File: config.mk
export PLATFORM = sky130hd
export DESIGN_NAME = alu_exec_seq
export DESIGN_NICKNAME = d
export VERILOG_FILES = /design/src/rtl/alu_exec_seq.sv
export SDC_FILE = /design/constraint.sdc
export NUM_CORES = 1
export LEC_CHECK = 0
export ABC_AREA = 1
export BUFFER_PORTS_ARGS = -buffer_cell sky130_fd_sc_hd__buf_4
export CAP_MARGIN = 20
export CORE_MARGIN = 5
export CORE_UTILIZATION = 54
export DETAILED_ROUTE_END_ITERATION = 10
export GPL_TIMING_DRIVEN = 0
export PLACE_DENSITY = 0.77
export SLEW_MARGIN = 20
export SYNTH_ARGS = -nofsm -noshare
export SYNTH_HDL_FRONTEND = slang
export SYNTH_SLANG_ARGS = --single-unit
export TNS_END_PERCENT = 20
File: constraint.sdc
create_clock -name clk -period 2.8 [get_ports clk]
set_input_delay 0.14 -clock clk [delete_from_list [all_inputs] [get_ports clk]]
set_output_delay 0.14 -clock clk [all_outputs]
set_load 0.02 [all_outputs]
File: src/rtl/alu_exec_seq.sv
// Execute sequencer around an external combinational 8-bit ALU: one instruction
// in flight, register file, C/Z flags, a direct load port and a debug read port.
module alu_exec_seq #(
    parameter int NUM_REGS   = 8,
    parameter int REG_ADDR_W = 3
) (
    input  logic                  clk,
    input  logic                  rst,

    input  logic                  req_valid,
    output logic                  req_ready,
    input  logic [2:0]            req_op,
    input  logic [REG_ADDR_W-1:0] req_dst,
    input  logic [REG_ADDR_W-1:0] req_src,

    input  logic                  ld_en,
    input  logic [REG_ADDR_W-1:0] ld_addr,
    input  logic [7:0]            ld_data,

    output logic [2:0]            alu_operation,
    output logic [7:0]            alu_a,
    output logic [7:0]            alu_b,
    input  logic [7:0]            alu_c,
    input  logic                  alu_c_flag,
    input  logic                  alu_z_flag,

    output logic                  done,
    output logic                  err,
    output logic                  flag_c,
    output logic                  flag_z,

    input  logic [REG_ADDR_W-1:0] dbg_addr,
    output logic [7:0]            dbg_data
);

    localparam logic [2:0] OP_ADD = 3'b000;
    localparam logic [2:0] OP_SUB = 3'b001;
    localparam logic [2:0] OP_INC = 3'b010;
    localparam logic [2:0] OP_DEC = 3'b011;

    typedef enum logic [2:0] {
        IDLE  = 3'd0,
        READ  = 3'd1,
        EXEC  = 3'd2,
        WRITE = 3'd3,
        ERR   = 3'd4
    } state_t;

    state_t state, state_next;

    logic [7:0]            regs [NUM_REGS];
    logic [2:0]            op_q;
    logic [REG_ADDR_W-1:0] dst_q;
    logic [REG_ADDR_W-1:0] src_q;
    logic [7:0]            a_q;
    logic [7:0]            b_q;
    logic [2:0]            alu_op_q;
    logic [7:0]            res_q;
    logic                  res_c_q;
    logic                  res_z_q;

    function automatic logic op_legal(input logic [2:0] op);
        return (op == OP_ADD) || (op == OP_SUB) || (op == OP_INC) || (op == OP_DEC);
    endfunction

    // Out-of-range indices (non power-of-two NUM_REGS) read as zero.
    function automatic logic [7:0] reg_rd(input logic [REG_ADDR_W-1:0] addr);
        logic [7:0] val;
        val = 8'h00;
        for (int i = 0; i < NUM_REGS; i++) begin
            if (addr == REG_ADDR_W'(i)) val = regs[i];
        end
        return val;
    endfunction

    // NOTE: sequential state uses non-blocking assignments only, so every
    // register samples the pre-edge value of every other register.
    always_ff @(posedge clk or posedge rst) begin
        if (rst) state <= IDLE;
        else     state <= state_next;
    end

    // NOTE: next-state defaults to the current state before the case, so no
    // path through this block can infer a latch.
    always_comb begin
        state_next = state;
        unique case (state)
            IDLE:    if (req_valid) state_next = op_legal(req_op) ? READ : ERR;
            READ:    state_next = EXEC;
            EXEC:    state_next = WRITE;
            WRITE:   state_next = IDLE;
            ERR:     state_next = IDLE;
            default: state_next = IDLE;
        endcase
    end

    assign req_ready = (state == IDLE);
    assign done      = (state == WRITE) || (state == ERR);
    assign err       = (state == ERR);

    // Instruction, operand and result latches.
    always_ff @(posedge clk or posedge rst) begin
        if (rst) begin
            op_q     <= 3'd0;
            dst_q    <= '0;
            src_q    <= '0;
            a_q      <= 8'h00;
            b_q      <= 8'h00;
            alu_op_q <= 3'd0;
            res_q    <= 8'h00;
            res_c_q  <= 1'b0;
            res_z_q  <= 1'b0;
            flag_c   <= 1'b0;
            flag_z   <= 1'b0;
        end else begin
            unique case (state)
                IDLE: begin
                    if (req_valid) begin
                        op_q  <= req_op;
                        dst_q <= req_dst;
                        src_q <= req_src;
                    end
                end
                READ: begin
                    a_q      <= reg_rd(dst_q);
                    b_q      <= reg_rd(src_q);
                    alu_op_q <= op_q;
                end
                EXEC: begin
                    res_q   <= alu_c;
                    res_c_q <= alu_c_flag;
                    res_z_q <= alu_z_flag;
                end
                WRITE: begin
                    flag_c <= res_c_q;
                    flag_z <= res_z_q;
                end
                default: ;
            endcase
        end
    end

    // The ALU sees the operand latches directly; they only change at the
    // READ->EXEC edge, so the inputs are stable through EXEC and hold after.
    assign alu_operation = alu_op_q;
    assign alu_a         = a_q;
    assign alu_b         = b_q;

    // NOTE: the register file is reset here because an abandoned or fresh
    // instruction must never see stale contents; this rules out a RAM macro.
    always_ff @(posedge clk or posedge rst) begin
        if (rst) begin
            for (int i = 0; i < NUM_REGS; i++) regs[i] <= 8'h00;
        end else begin
            for (int i = 0; i < NUM_REGS; i++) begin
                if (state == WRITE && dst_q == REG_ADDR_W'(i))
                    regs[i] <= res_q;
                else if (state == IDLE && ld_en && ld_addr == REG_ADDR_W'(i))
                    regs[i] <= ld_data;
            end
        end
    end

    assign dbg_data = reg_rd(dbg_addr);

endmodule
After elaboration in Yosys (flattened, before gate mapping):

Index checks and enable logic that the tools add are counted.
W data, S select, Z words.

* eq/ne operators: 36
* multiplexer cells: 43
* reduce and logical (&&, ||, !) cells: 36

Operators by type and width (number)
* $mux W8: 40
* $eq A3 B3 Y1 const B: 17
* $eq A3 B2 Y1 const B: 12
* $eq A3 B1 Y1 const B: 6
* $logic_not A3 Y1: 6
* $logic_and A1 B1 Y1: 17
* $reduce_bool A2 Y1: 8
* $pmux W3 S3: 1
* $mux W3: 2
* $logic_or A1 B1 Y1: 4
* $ne A2 B2 Y1 const B: 1
* $reduce_and A2 Y1: 1

* flip-flop bits (word level): 107
* input port bits: 37
* output and inout bits: 32
* logic and storage cells: 135

Logic depth before layout (Yosys ltp):

* depth in word-level cells: 9
* gate-level depth with buffers: 10
* mapped depth without buffers: 10

Worst setup path after synthesis:

OpenSTA, ideal clock, no wires.

* kind: reg-to-reg
* from: register state[0]
* to: register regs[13] in the netlist's numbering
* library setup time: 134 ps
* data arrival time: 1489 ps
* data required time: 2666 ps
* slack: 1177 ps
* cell stages (with the launch flop): 11
* buffers on the path: 0
* clock period less this slack: 1623 ps
* path through: dfrtp_1 > inv_2 > nand2_1 > nor2_1 > nand2_1 > nor2_1 > nand2_1 > nand2_2 > inv_2 > nand2_1 > o211ai_1

* longest elaborated chain between the ends: 4
* elaborated cells on any way between the ends: 7
* those cells by class: 1 x eq/ne; 1 x mux; 5 x reduce/logical

RTL lines
* from (decl): line 49 `state_t state, state_next;`
* from (signal assigned): line 80 `else state <= state_next;`
* $logic_not A3 Y1
* net req_ready: line 11 `output logic req_ready,`
* $logic_and A1 B1 Y1 (2 in a row): line 158 `else if (state == IDLE && ld_en && ld_addr == REG_ADDR_W'(i))`
* $reduce_bool A2 Y1 (no line)
* to (signal, indexed assignment): line 157 `regs[i] <= res_q;`
* to (signal, indexed assignment): line 159 `regs[i] <= ld_data;`
* to (decl): line 51 `logic [7:0] regs [NUM_REGS];`

The timed path passes the listed nets, and every way through them passes these cells.
A chain may end at the register's enable or synchronous reset.

Worst setup path in the final report:

* from: register state[0]
* to: register regs[15] in the netlist's numbering

* longest elaborated chain between the ends: 4
* elaborated cells on any way between the ends: 7
* those cells by class: 1 x eq/ne; 1 x mux; 5 x reduce/logical

RTL lines (line)
* $logic_not A3 Y1: 158
* $logic_and A1 B1 Y1 (2 in a row): 158
* $reduce_bool A2 Y1 (no line)

Several ways; a longest one is shown, not always the timed one.

==> impl_metrics.json <==
{
  "endpoint": "regs[15]$_DFFE_PP0P_",
  "ant_nets": 0,
  "post_cts_buffers": 0,
  "clock_latency_ps": 360,
  "critPathKind": "flop to flop",
  "arrival_ps": 2130,
  "setup_viol": 0,
  "finalCriticalPeriod_ps": 1900,
  "final_core_util_pct": 64.7,
  "crit_chain": "inv_2 > nand2_1 > nor2_1 > nand2_1 > nor2_1 > nand2_1 > nand2_2 > inv_2 > nand2_1 > o211ai_1",
  "antenna_found_initial": 0,
  "rsz0062_at_grt": "no",
  "diodes": 0,
  "cts-buffers-inserted": 9,
  "hold_class": "input pin to flop",
  "finalHoldViolCount": 0,
  "reg2reg_from": "state[0]$_DFFE_PP0P_",
  "endpoint_kind": "flop",
  "path_depth": 10,
  "cts.sinks": 107,
  "ys_seq_elements": 107,
  "cp-startpoint": "state[0]$_DFFE_PP0P_",
  "wire_per_inst_um": 19.6,
  "critPathSlowestCell": "dfrtp_1",
  "die_w_um": 119,
  "hold_depth": 2,
  "syn-num-nets": 908,
  "die-height_um": 119,
  "synth_warnings": 0,
  "core-area_um2": 11500,
  "cts.reportedPaths.clkPinSlew_ps": 80,
  "crit_buf_inv": 2,
  "routed_wirelength_um": 21500,
  "drv_cap": 0,
  "clk_path_buf_depth": 2,
  "firstDrtPassIters": 7,
  "gp_congestion": 0.988,
  "p_per_area_nw_per_um2": 1160,
  "max_slew.worst_pin.slew_ps": 980,
  "fmax_mhz": 527,
  "p_leak_nw": 3.57,
  "area_growth_pct": 16.0,
  "grt_usage_pct": 30.8,
  "synth_area_per_cell_um2": 7.38,
  "setup-tns-final_ps": 0,
  "slew_violations": 0,
  "cpPeakStageDelay_ps": 450,
  "ios": 69,
  "drtIter0Drc": 686,
  "cpMostUsedCell": "nand2_1",
  "r2r_cells": 10,
  "postPlaceCellArea_um2": 7160,
  "yosysSeqAreaShare_pct": 41.7,
  "vdd_drop_max_mv": 0.702,
  "synth_area_um2": 6420,
  "grt_pass1_wl_um": 34000,
  "period_share_pct": 67.7,
  "start_kind": "flop",
  "dpl.hpwl_um": 16400,
  "drc": 0,
  "grt_pass1_vias": 6064,
  "via_count": 6502,
  "mostFrequentLayoutCells": "nand2_1, dfrtp_1, nor2_1",
  "synth_cells": 871,
  "drive_gt1_share_pct": 17.9,
  "crit_required_ps": 3030,
  "cts_tree": "done",
  "final_common_cell": "nand2_1",
  "yosysUniqueCellTypes": 32,
  "cts-htree-levels": 3,
  "initial_core_util_pct": 55.8,
  "cp_max_fo": 10,
  "root_buffer": "clkbuf_16",
  "reg2reg_setup_slack_ps": 900,
  "nNetsFinal": 987,
  "cts.repair.resized": 0,
  "gr-total-overflow": 0,
  "grt_max_degree": 34,
  "die_area_um2": 14200,
  "io_buffers": 64,
  "max_slew_margin_pct": 34.1,
  "reg2reg_to": "regs[15]$_DFFE_PP0P_",
  "cpLargestDelayFamily": "simple AND/OR/NAND/NOR gates",
  "rows": 39,
  "via_per_inst": 5.93,
  "outcome": "complete, no violations",
  "finalInstanceArea_um2": 7450,
  "skew_ps": 11.1
}
state kept, by name, summed over array words and instances, names as in the netlist:
signal         flops
flag_c             1
alu_b              8
alu_operation      3
res_c_q            1
state              3
dst_q              3
alu_a              8
src_q              3
res_z_q            1
regs              64
res_q              8
flag_z             1
op_q               3
per-layer routing:
metal | vias up | part of all wire (%) | track usage [%]
met5 | - | 0 | 0
met4 | 0 | 3.3 | 11.4
met3 | 45 | 11 | 6.64
met2 | 352 | 45 | 47.4
met1 | 3019 | 41 | 42.9
li1 | 3086 | - | -
worst register-to-register path, delay by kind of cell, from the launching register on:
kind | cells | cell delay [ps]
DFF | 1 | 450
and+or+nand+nor | 7 | 1100
buffers and inverters | 2 | 150
AOI/OAI and AO/OA | 1 | 80
worst min-delay path by stage:
stage / startpoint / slack, ps / endpoint
global placement: alu_z_flag / 380 / res_z_q$_DFFE_PP0P_
floorplan: req_valid / 270 / state[0]$_DFFE_PP0P_
finish: alu_z_flag / 10 / res_z_q$_DFFE_PP0P_
global route: alu_z_flag / 7 / res_z_q$_DFFE_PP0P_
detailed placement: rst / 260 / op_q[1]$_DFFE_PP0P_
CTS: alu_z_flag / 5 / res_z_q$_DFFE_PP0P_
Yosys cell counts, drive strengths merged:
master | instances | area share, %
o22ai | 8 | 0.78
nor3 | 14 | 2.0
o21ai | 26 | 2.0
nand3 | 64 | 5.6
nor2 | 100 | 6.8
o211ai | 22 | 2.9
a31oi | 11 | 1.1
clkinv | 4 | 0.23
dfrtp | 107 | 42
nand2 | 278 | 17
buf | 25 | 2.8
a21oi | 54 | 4.2
nand4 | 50 | 4.9
o221ai | 17 | 2.6
mux2 | 3 | 0.53
inv | 81 | 4.8
clkbuf | 7 | 0.41
report_power, final:
group | total (mW) | internal [mW] | switching, mW | leakage [nW]
Clock | 1.30 | 0.694 | 0.605 | 0.144
Sequential | 3.27 | 2.31 | 0.958 | 1.25
Combinational | 4.08 | 1.43 | 2.65 | 2.17
timing repair:
item / CTS / global route
hold buffers: 1 / 0
endpoints found under the hold margin: 25 / 0
endpoints found under the setup margin: 0 / 0
stage by stage:
step	setup WS (ps)	std cells	hold WS [ps]	power (mW)
floorplan	1180	871	274	5.66
global placement	643	1078	377	7.15
detailed placement	959	1081	260	7.24
CTS	942	1096	5.07	8.56
global route	742	1096	6.89	9.19
finish	904	1096	10.9	8.65
area by class of cell:
cell class	instances	area (um2)
Sequential cell	107	2680
Tap cell	143	179
Inverter	85	325
Clock inverter	5	63.8
Fill cell	1073	4060
Buffer	32	205
Clock buffer	9	225
Multi-Input combinational cell	647	3220
Timing Repair Buffer	68	558
cell families (layout without fill, tap and decap cells):
| family | after synthesis | count (layout) | synth area share (%) |
|---|---|---|---|
| AOI/OAI and AO/OA | 138 | 138 | 13.6 |
| muxes | 3 | 3 | 0.526 |
| and+or+nand+nor | 506 | 506 | 36.0 |
| buffers and inverters | 117 | 199 | 8.20 |
| DFF | 107 | 107 | 41.7 |
Power figures use the tool's default switching activity.
